**src/rtl/uart_irq_ctrl.sv**
```systemverilog
// Purpose: rising-edge interrupt latch, enable mask and fixed-priority encoder for the APB UART.
// Latency: src rise -> pend_o after 1 clk, irq_o/irq_id_o after 2 clks; ack -> irq update after 2 clks.
// Backpressure: none; edges, clears and acks are accepted every cycle, repeated edges flag overflow.
module uart_irq_ctrl #(
   parameter int NUM_SRC = 4,
   parameter int ID_W    = 2
) (
   input  logic               clk_i,
   input  logic               rstn_i,
   input  logic [NUM_SRC-1:0] src_i,
   input  logic               en_wr_i,
   input  logic [NUM_SRC-1:0] en_wdata_i,
   input  logic               clr_wr_i,
   input  logic [NUM_SRC-1:0] clr_wdata_i,
   input  logic               irq_ack_i,
   output logic [NUM_SRC-1:0] en_o,
   output logic [NUM_SRC-1:0] pend_o,
   output logic [NUM_SRC-1:0] ovf_o,
   output logic               irq_o,
   output logic [ID_W-1:0]    irq_id_o
);

   logic [NUM_SRC-1:0] prev_q, prev_d;
   logic [NUM_SRC-1:0] en_q, en_d;
   logic [NUM_SRC-1:0] pend_q, pend_d;
   logic [NUM_SRC-1:0] ovf_q, ovf_d;
   logic               irq_q, irq_d;
   logic [ID_W-1:0]    id_q, id_d;

   logic [NUM_SRC-1:0] src_rise;
   logic [NUM_SRC-1:0] clr_mask;
   logic [NUM_SRC-1:0] ack_mask;
   logic [NUM_SRC-1:0] act;

   // Edge detect, clear/ack masks and next-state for the pending/overflow/enable registers.
   always_comb begin
      src_rise = src_i & ~prev_q;
      prev_d   = src_i;
      clr_mask = clr_wr_i ? clr_wdata_i : '0;
      ack_mask = '0;
      // Ack targets the ID that is currently presented, and only while the line is up.
      for (int i = 0; i < NUM_SRC; i++) begin
         ack_mask[i] = irq_ack_i & irq_q & (id_q == ID_W'(i));
      end
      en_d   = en_wr_i ? en_wdata_i : en_q;
      // A fresh edge wins over a same-cycle clear or ack on the same bit.
      pend_d = (pend_q & ~clr_mask & ~ack_mask) | src_rise;
      ovf_d  = (ovf_q & ~clr_mask) | (src_rise & pend_q);
   end

   // Fixed-priority encoder over the masked pending vector, index 0 highest.
   always_comb begin
      act   = pend_q & en_q;
      irq_d = |act;
      id_d  = '0;
      for (int i = NUM_SRC - 1; i >= 0; i--) begin
         if (act[i]) begin
            id_d = ID_W'(i);
         end
      end
   end

   // State registers, all cleared asynchronously.
   always_ff @(posedge clk_i or negedge rstn_i) begin
      if (!rstn_i) begin
         prev_q <= '0;
         en_q   <= '0;
         pend_q <= '0;
         ovf_q  <= '0;
         irq_q  <= 1'b0;
         id_q   <= '0;
      end else begin
         prev_q <= prev_d;
         en_q   <= en_d;
         pend_q <= pend_d;
         ovf_q  <= ovf_d;
         irq_q  <= irq_d;
         id_q   <= id_d;
      end
   end

   assign en_o     = en_q;
   assign pend_o   = pend_q;
   assign ovf_o    = ovf_q;
   assign irq_o    = irq_q;
   assign irq_id_o = id_q;

endmodule

```
**config.mk**
```make
export PLATFORM = sky130hd
export DESIGN_NAME = uart_irq_ctrl
export DESIGN_NICKNAME = d
export VERILOG_FILES = /design/src/rtl/uart_irq_ctrl.sv
export SDC_FILE = /design/constraint.sdc
export NUM_CORES = 1
export LEC_CHECK = 0
export ABC_AREA = 0
export ABC_CLOCK_PERIOD_IN_PS = 1950
export BUFFER_PORTS_ARGS = -buffer_cell sky130_fd_sc_hd__buf_2
export CORE_MARGIN = 3
export CORE_UTILIZATION = 35
export CTS_CLUSTER_DIAMETER = 100
export DETAILED_ROUTE_END_ITERATION = 7
export GPL_TIMING_DRIVEN = 1
export SLEW_MARGIN = 20
export SYNTH_ARGS = -nofsm -noshare
export SYNTH_HDL_FRONTEND = slang
export SYNTH_SLANG_ARGS = --single-unit
```
**constraint.sdc**
```tcl
create_clock -name clk_i -period 1.95 [get_ports clk_i]
set_input_delay 0.39 -clock clk_i [delete_from_list [all_inputs] [get_ports clk_i]]
set_output_delay 0.39 -clock clk_i [all_outputs]
set_load 0.02 [all_outputs]
```
==> results of run 1 <==
[worst paths after layout]
| kind | from | endpoint | slack, ns |
|---|---|---|---|
| hold / removal | rstn_i | prev_q[0] | 0.008 |
| hold reg to reg | ovf_o[1] | ovf_o[1] | 0.51 |
| max in group asynchronous | rstn_i | en_o[0] | 1.65 |
| setup reg to reg | irq_id_o[0] | pend_o[2] | 0.97 |
| min in group clk_i | src_i[2] | prev_q[2] | 0.21 |
| setup / recovery | pend_o[1] | pend_o[1] | 0.64 |
[logic make-up (layout without fill, tap and decap cells)]
kind of cell	count (synthesis)	after routing	synth area share, %
DFF	19	19	67.4
and+or+nand+nor	14	14	10.5
AOI/OAI and AO/OA	12	12	14.7
muxes	4	4	6.38
buffers and inverters	2	37	1.06
[power groups by stage]
stage | combinational (mW) | sequential [mW] | clock, mW
2_1_floorplan | 0.0667 | 0.562 | 0
5_1_grt | 0.237 | 0.509 | 0.229
4_1_cts | 0.220 | 0.500 | 0.206
3_5_place_dp | 0.220 | 0.508 | 0
6_report | 0.216 | 0.500 | 0.193
3_3_place_gp | 0.219 | 0.505 | 0
[metal layers]
metal / vias up / GRT usage, % / routed length [um]
met5: - / 0 / 0
met1: 249 / 16.8 / 669
met4: 0 / 4.04 / 14
met2: 24 / 22.1 / 685
li1: 264 / - / -
met3: 2 / 5.25 / 115
[synth_stat cells (2+ instances only)]
cell type,count,area (um^2)
dfrtp_1,19,475
nand2_1,6,22.5
a32o_1,4,40.0
mux2_2,4,45.0
nor2b_1,3,18.8
a22o_1,2,17.5
a22oi_1,2,15.0
a31o_2,2,17.5
inv_1,2,7.51
nand4b_1,2,17.5
[cell type report]
| class | instances | area (um^2) | share of cell area [%] |
|---|---|---|---|
| sequential | 19 | 475 | 51.8 |
| multi-input combinational | 30 | 223 | 24.3 |
| timing repair buffer | 31 | 155 | 16.9 |
| tap | 25 | 31.3 | 3.41 |
| clock buffer | 4 | 26.3 | 2.86 |
| inverter | 2 | 7.51 | 0.817 |
[worst register-to-register path: stages (launching register included)]
cell	delay (ns)
dfrtp_1	0.43
nand4b_1	0.20
a31o_2	0.26
[registers in the layout, indices dropped and copies added, names as in the netlist]
| name | count |
|---|---|
| en_o | 4 |
| ovf_o | 4 |
| pend_o | 4 |
| prev_q | 4 |
| irq_id_o | 2 |
| irq_o | 1 |
==> flow_metrics.env, run 1 <==
export IMPL_fmax_ghz=0.762
export IMPL_syn_area_um2=706
export IMPL_path_cells="buf_2"
export IMPL_setup_tns_final_ns=0
export IMPL_max_stage_delay_ns=0.44
export IMPL_cts_root_buf="clkbuf_4"
export IMPL_grt_pass1_vias=586
export IMPL_power_frac_clock_pct=21.3
export IMPL_dieArea_um2=2590
export IMPL_critPathBufInv=1
export IMPL_grt_pass1_wl_um=2630
export IMPL_grt_max_degree=20
export IMPL_diodes=0
export IMPL_rsz0062_at_grt="no"
export IMPL_drt_initial_drc_count=2
export IMPL_ys_types=15
export IMPL_intPower_uw=621
export IMPL_dr_pass1_iters=2
export IMPL_power_per_cell_area_nw_per_um2=990
export IMPL_holdCritPathClass="input port to async pin"
export IMPL_fin_nets=104
export IMPL_ys_seq_area_share_pct=67.4
export IMPL_ff2ff_path_depth=2
export IMPL_arrival_ns=0.92
export IMPL_synth_cells=51
export IMPL_cts_made_buffers=3
export IMPL_fillCellCount=188
export IMPL_slew_viol_final=0
export IMPL_die_w_um=50.9
export IMPL_fin_crit_ns=1.31
export IMPL_port_buffers=31
export IMPL_netSwitchingPower_uw=289
export IMPL_cts_tree="done"
export IMPL_synth_edf_count=0
export IMPL_ir_drop_mv=0.477
export IMPL_fp_dieH_um=50.9
export IMPL_worstSetupStartpointType="register"
export IMPL_clk_pin_slew_worst_paths_ns=0.10
export IMPL_final_antenna_net_count=0
export IMPL_final_util_pct=50.4
export IMPL_viasPerCell=4.86
export IMPL_wl_um=1490
export IMPL_path_class="register to output port"
export IMPL_finClkSkew_ns=0.00607
export IMPL_whs_ns=0.00812
export IMPL_power_frac_seq_pct=55.0
export IMPL_async_flop_share_pct=100
export IMPL_slew_headroom_pct=72.8
export IMPL_cp_end_kind="output port"
export IMPL_slowest_stage="dfrtp_1"
export IMPL_hold_viol=0
export IMPL_min_period_over_period_pct=67.3
export IMPL_grtUsageTotal_pct=13.7
export IMPL_crit_family="flip-flops"
export IMPL_dp_hpwl_um=1140
export IMPL_status="complete, no violations"
export IMPL_final_cell_area_um2=918
export IMPL_timing_final_ws_setup_ns=0.638
export IMPL_max_cap_violations=0
export IMPL_ctsResizeCount=0
export IMPL_antenna_found_initial=0
export IMPL_place_gp_congestion=0.647
export IMPL_p_leak_nw=0.447
export IMPL_worst_pin_slew_ns=0.409
export IMPL_final_cell_mix="31 x buf_2, 19 x dfrtp_1, 6 x nand2_1, 4 x a32o_1, 4 x mux2_2"
export IMPL_synth_nets=68
export IMPL_final_common_cell="buf_2"
export IMPL_cts_buffer_depth=2
export IMPL_synth_ff_type="dfrtp_1"
export IMPL_fin_cells=111
export IMPL_core_area_um2=1820
export IMPL_power_uw=909
export IMPL_yosysWarnings=0
export IMPL_clock_latency_ns=0.29
export IMPL_clkSinkCount=19
export IMPL_p_sw_share_pct=31.7
export IMPL_setup_viol=0
export IMPL_syn2layout_area_growth_pct=30.1
export IMPL_p_comb_share_pct=23.8
export IMPL_cts_htree_levels=1
export IMPL_overflow=0
export IMPL_wire_per_inst_um=13.4
export IMPL_initial_core_util_pct=38.8
export IMPL_cp_depth=1
export IMPL_placed_cell_area_um2=892
export IMPL_path_max_fanout=5
export IMPL_drive_gt1_share_pct=46.5
export IMPL_placed_cells=107
export IMPL_cp_required_ns=1.56
export IMPL_num_vias=539
export IMPL_hold_buffers=0
export IMPL_ys_ff_latch=19
export IMPL_place_ws_ns=0.958
export IMPL_synth_area_per_cell_um2=13.8
export IMPL_rows=15
export IMPL_post_cts_buffers=0
export IMPL_num_io_pins=32
export IMPL_drc_errors=0
Power figures use the tool's default switching activity.
==> inputs of run 2 (changes only) <==
--- a/config.mk
+++ b/config.mk
@@ -6,7 +6,7 @@
 export NUM_CORES = 1
 export LEC_CHECK = 0
 export ABC_AREA = 0
-export ABC_CLOCK_PERIOD_IN_PS = 1950
+export ABC_CLOCK_PERIOD_IN_PS = 1100
 export BUFFER_PORTS_ARGS = -buffer_cell sky130_fd_sc_hd__buf_2
 export CORE_MARGIN = 3
 export CORE_UTILIZATION = 35
==> constraint.sdc (replaced) <==
create_clock -name clk_i -period 1.1 [get_ports clk_i]
set_input_delay 0.22 -clock clk_i [delete_from_list [all_inputs] [get_ports clk_i]]
set_output_delay 0.22 -clock clk_i [all_outputs]
set_load 0.02 [all_outputs]
==> flow_metrics.env, run 2 (synthesis gave the netlist of run 1 again) <==
export IMPL_status="complete, no violations"
export IMPL_clkSinkCount=19
export IMPL_rows=15
export IMPL_fin_crit_ns=1.09
export IMPL_clk_pin_slew_worst_paths_ns=0.10
export IMPL_die_w_um=50.9
export IMPL_worstSetupStartpointType="register"
export IMPL_num_vias=593
export IMPL_place_gp_congestion=0.762
export IMPL_viasPerCell=4.74
export IMPL_fin_cells=125
export IMPL_final_common_cell="buf_2"
export IMPL_path_cells="buf_6"
export IMPL_cts_tree="done"
export IMPL_power_mw=1.79
export IMPL_power_per_cell_area_nw_per_um2=1650
export IMPL_cts_buffer_depth=2
export IMPL_antenna_found_initial=0
export IMPL_max_stage_delay_ns=0.44
export IMPL_dieArea_um2=2590
export IMPL_drive_gt1_share_pct=53.0
export IMPL_crit_family="flip-flops"
export IMPL_cp_end_kind="output port"
export IMPL_final_antenna_net_count=0
export IMPL_drt_initial_drc_count=7
export IMPL_rsz0062_at_grt="yes"
export IMPL_overflow=0
export IMPL_dp_hpwl_um=1070
export IMPL_grt_pass1_vias=612
export IMPL_max_cap_violations=0
export IMPL_hold_viol=0
export IMPL_syn2layout_area_growth_pct=53.4
export IMPL_num_io_pins=32
export IMPL_dr_pass1_iters=4
export IMPL_port_buffers=31
export IMPL_drc_errors=0
export IMPL_wire_per_inst_um=13.2
export IMPL_cp_required_ns=0.88
export IMPL_arrival_ns=0.87
export IMPL_grt_pass1_wl_um=2700
export IMPL_final_cell_area_um2=1080
export IMPL_fp_dieH_um=50.9
export IMPL_finClkSkew_ns=0.00143
export IMPL_cts_root_buf="clkbuf_4"
export IMPL_grt_max_degree=20
export IMPL_clock_latency_ns=0.28
export IMPL_fin_nets=118
export IMPL_diodes=0
export IMPL_placed_cell_area_um2=892
export IMPL_wl_um=1650
export IMPL_ir_drop_mv=0.792
export IMPL_cts_htree_levels=1
export IMPL_critPathBufInv=1
export IMPL_path_class="register to output port"
export IMPL_setup_viol=0
export IMPL_final_cell_mix="22 x buf_2, 19 x dfrtp_1, 13 x buf_4, 9 x buf_6, 6 x nand2_1"
export IMPL_worst_pin_slew_ns=0.420
export IMPL_path_max_fanout=5
export IMPL_p_leak_nw=0.533
export IMPL_holdCritPathClass="input port to register"
export IMPL_slew_headroom_pct=72.0
export IMPL_slew_viol_final=0
export IMPL_slowest_stage="dfrtp_1"
export IMPL_grtUsageTotal_pct=14.0
export IMPL_setup_tns_final_ns=0
export IMPL_cts_made_buffers=3
export IMPL_fmax_ghz=0.921
export IMPL_core_area_um2=1820
export IMPL_min_period_over_period_pct=98.7
export IMPL_initial_core_util_pct=38.8
export IMPL_placed_cells=107
-- run 2: layout make-up --
type / instances / area (um^2)
multi-input cells: 30 / 223
repair buffers: 45 / 319
inverters: 2 / 7.51
fillers: 166 / 738
clock buffers: 4 / 26.3
well taps: 25 / 31.3
flip-flops and latches: 19 / 475
-- run 2: per-stage QoR --
step	hold slack, ns	util, %	setup WS (ns)
after floorplan	-0.0756	-	0.0674
after global placement	0.177	49.0	0.151
after detailed placement	0.176	49.0	0.134
after CTS	0.0415	55.5	-0.000827
after global routing	0.0132	59.5	-0.0483
final	0.0459	59.5	0.0141
-- run 2: report_power, final --
group          total [mW]  internal [mW]  switching [mW]
Combinational       0.592          0.310           0.282
Clock               0.333          0.141           0.193
Sequential          0.860          0.794          0.0662
-- run 2: worst paths after layout --
path,slack [ns],depth (start not counted),endpoint,from
max,0.01,1,irq_id_o[0],irq_id_o[0]
min,0.05,1,prev_q[3],src_i[3]
max reg2reg,0.04,4,pend_o[0],irq_id_o[1]
min reg2reg,0.50,1,ovf_o[0],ovf_o[0]
max in group asynchronous,0.41,2,ovf_o[3],rstn_i
min in group asynchronous,0.40,2,pend_o[1],rstn_i
-- run 2: layer usage --
layer  share of wire, %  vias up  wire length, um  GRT usage (%)
met1                 45      279              742           17.7
met2                 47       24              779           23.4
met5                  0        -                0              0
met3                7.3        2              120           2.92
li1                   -      288                -              -
met4               0.73        0               12           5.38
-- run 2: timing repair --
action                                  in CTS  in global routing
hold buffers                                 1                  0
setup buffers                               10                  3
endpoints found under the hold margin       19                  0
endpoints found under the setup margin      11                 12
resized for setup                            2                 16
==> inputs of run 3 (changes only) <==
==> constraint.sdc (replaced) <==
create_clock -name clk_i -period 1.1 [get_ports clk_i]
set_input_delay 0.22 -clock clk_i [delete_from_list [all_inputs] [get_ports clk_i]]
set_output_delay 0.22 -clock clk_i [all_outputs]
set_load 0.01 [all_outputs]
==> flow_metrics.env, run 3 (synthesis gave the netlist of run 1 again) <==
export IMPL_path_class="register to output port"
export IMPL_grt_pass1_wl_um=2610
export IMPL_worstSetupStartpointType="register"
export IMPL_critPathBufInv=1
export IMPL_reg2reg_to="irq_o"
export IMPL_dr_pass1_iters=2
export IMPL_diodes=0
export IMPL_placed_cell_area_um2=892
export IMPL_num_vias=585
export IMPL_slew_viol_final=0
export IMPL_fmax_ghz=0.929
export IMPL_cts_buffer_depth=2
export IMPL_wire_per_inst_um=12.8
export IMPL_timing_final_ws_setup_ns=0.0236
export IMPL_r2r_start="pend_o[3]"
export IMPL_r2r_setup_slack_ns=0.12
export IMPL_grt_max_degree=20
export IMPL_ff2ff_path_depth=3
export IMPL_fin_crit_ns=1.08
export IMPL_clock_latency_ns=0.28
export IMPL_fillCellCount=174
export IMPL_final_util_pct=55.5
export IMPL_viasPerCell=4.76
export IMPL_p_comb_share_pct=27.2
export IMPL_setup_tns_final_ns=0
export IMPL_fin_cells=123
export IMPL_clk_pin_slew_worst_paths_ns=0.10
export IMPL_worst_pin_slew_ns=0.413
export IMPL_rows=15
export IMPL_min_period_over_period_pct=97.9
export IMPL_antenna_found_initial=0
export IMPL_fin_nets=116
export IMPL_path_cells="buf_2"
export IMPL_grt_pass1_vias=583
export IMPL_path_max_fanout=5
export IMPL_place_ws_ns=0.134
export IMPL_drt_initial_drc_count=3
export IMPL_crit_family="flip-flops"
export IMPL_max_stage_delay_ns=0.42
export IMPL_finClkSkew_ns=0.00112
export IMPL_fp_dieH_um=50.9
export IMPL_cts_made_buffers=3
export IMPL_cts_tree="done"
export IMPL_final_cell_area_um2=1010
export IMPL_dp_hpwl_um=1070
export IMPL_place_gp_congestion=0.762
export IMPL_cts_htree_levels=1
export IMPL_slew_headroom_pct=72.5
export IMPL_initial_core_util_pct=38.8
export IMPL_max_cap_violations=0
export IMPL_min_to="prev_q[3]"
export IMPL_status="complete, no violations"
export IMPL_holdCritPathClass="input port to register"
export IMPL_dieArea_um2=2590
export IMPL_rsz0062_at_grt="yes"
export IMPL_cp_end_kind="output port"
export IMPL_placed_cells=107
export IMPL_cts_root_buf="clkbuf_4"
export IMPL_syn2layout_area_growth_pct=43.3
export IMPL_final_common_cell="buf_2"
export IMPL_p_sw_share_pct=27.9
export IMPL_multi_input_area_um2=223
export IMPL_hold_start="src_i[3]"
export IMPL_cp_startpoint="irq_id_o[1]"
export IMPL_die_w_um=50.9
export IMPL_final_cell_mix="31 x buf_2, 19 x dfrtp_1, 11 x buf_4, 6 x nand2_1"
export IMPL_core_area_um2=1820
export IMPL_ir_drop_mv=0.785
export IMPL_intPower_mw=1.18
export IMPL_ctsResizeCount=0
export IMPL_drc_errors=0
export IMPL_cp_required_ns=0.88
export IMPL_min_path_cells=1
export IMPL_final_antenna_net_count=0
export IMPL_power_frac_seq_pct=52.4
export IMPL_power_frac_clock_pct=20.5
export IMPL_drive_gt1_share_pct=52.0
export IMPL_wl_um=1570
export IMPL_p_leak_nw=0.504
export IMPL_slowest_stage="dfrtp_1"
export IMPL_overflow=0
export IMPL_clkSinkCount=19
export IMPL_setup_viol=0
export IMPL_port_buffers=31
export IMPL_area_sequential_um2=475
export IMPL_arrival_ns=0.86
export IMPL_netSwitchingPower_uw=454
export IMPL_grtUsageTotal_pct=13.4
export IMPL_hold_viol=0
export IMPL_num_io_pins=32
export IMPL_power_per_cell_area_nw_per_um2=1610
## run 3: cell count changes in the layout (fill, tap and decap cells not counted), sizes merged
cell and change:
buf -2
## run 3: cell type report
cell class,count,area share [%]
flip-flops and latches,19,47.0
repair buffers,43,24.5
multi-input cells,30,22.0
well taps,25,3.09
clock buffers,4,2.60
inverters,2,0.743
## run 3: power groups by stage
stage                     Clock, mW  Combinational, mW  Sequential (mW)
final                         0.333              0.443            0.853
after global routing          0.405              0.483            0.864
after CTS                     0.349              0.408            0.855
after detailed placement          0              0.318            0.899
after global placement            0              0.318            0.896
after floorplan                   0              0.119            0.928
## run 3: per-stage QoR
| stage | hold WS (ns) | power (mW) |
|---|---|---|
| finish | 0.0472 | 1.63 |
| global route | 0.0132 | 1.75 |
| CTS | 0.0415 | 1.61 |
| detailed placement | 0.176 | 1.22 |
| global placement | 0.177 | 1.21 |
| floorplan | -0.0756 | 1.05 |
## run 3: worst reg2reg max path: stages (launching register included)
cell     delay [ns]
dfrtp_1        0.40
buf_4          0.15
a22oi_1        0.24
nand2_1        0.08
## run 3: worst max path at each step
stage,endpoint,cells past startpoint,slack (ns)
floorplan,pend_o[0],3,0.13
global placement,pend_o[0],3,0.15
detailed placement,pend_o[0],3,0.13
CTS,en_o[2],1,0.0001
global route,irq_id_o[1],1,-0.04
finish,irq_id_o[1],1,0.02
## run 3: per-layer routing
layer  track usage (%)  up-vias  part of all wire, %  wire [um]
li1                  -      288                    -          -
met1              16.7      273                   46        728
met2              22.5       24                   46        719
met3              2.92        0                  8.0        126
met4              5.38        0                    0          0
met5                 0        -                    0          0
## run 3: timing repair
action / 4_1_cts / 5_1_grt
hold buffers: 1 / 0
endpoints found under the hold margin: 19 / 0
endpoints found under the setup margin: 6 / 10
setup buffers: 6 / 5
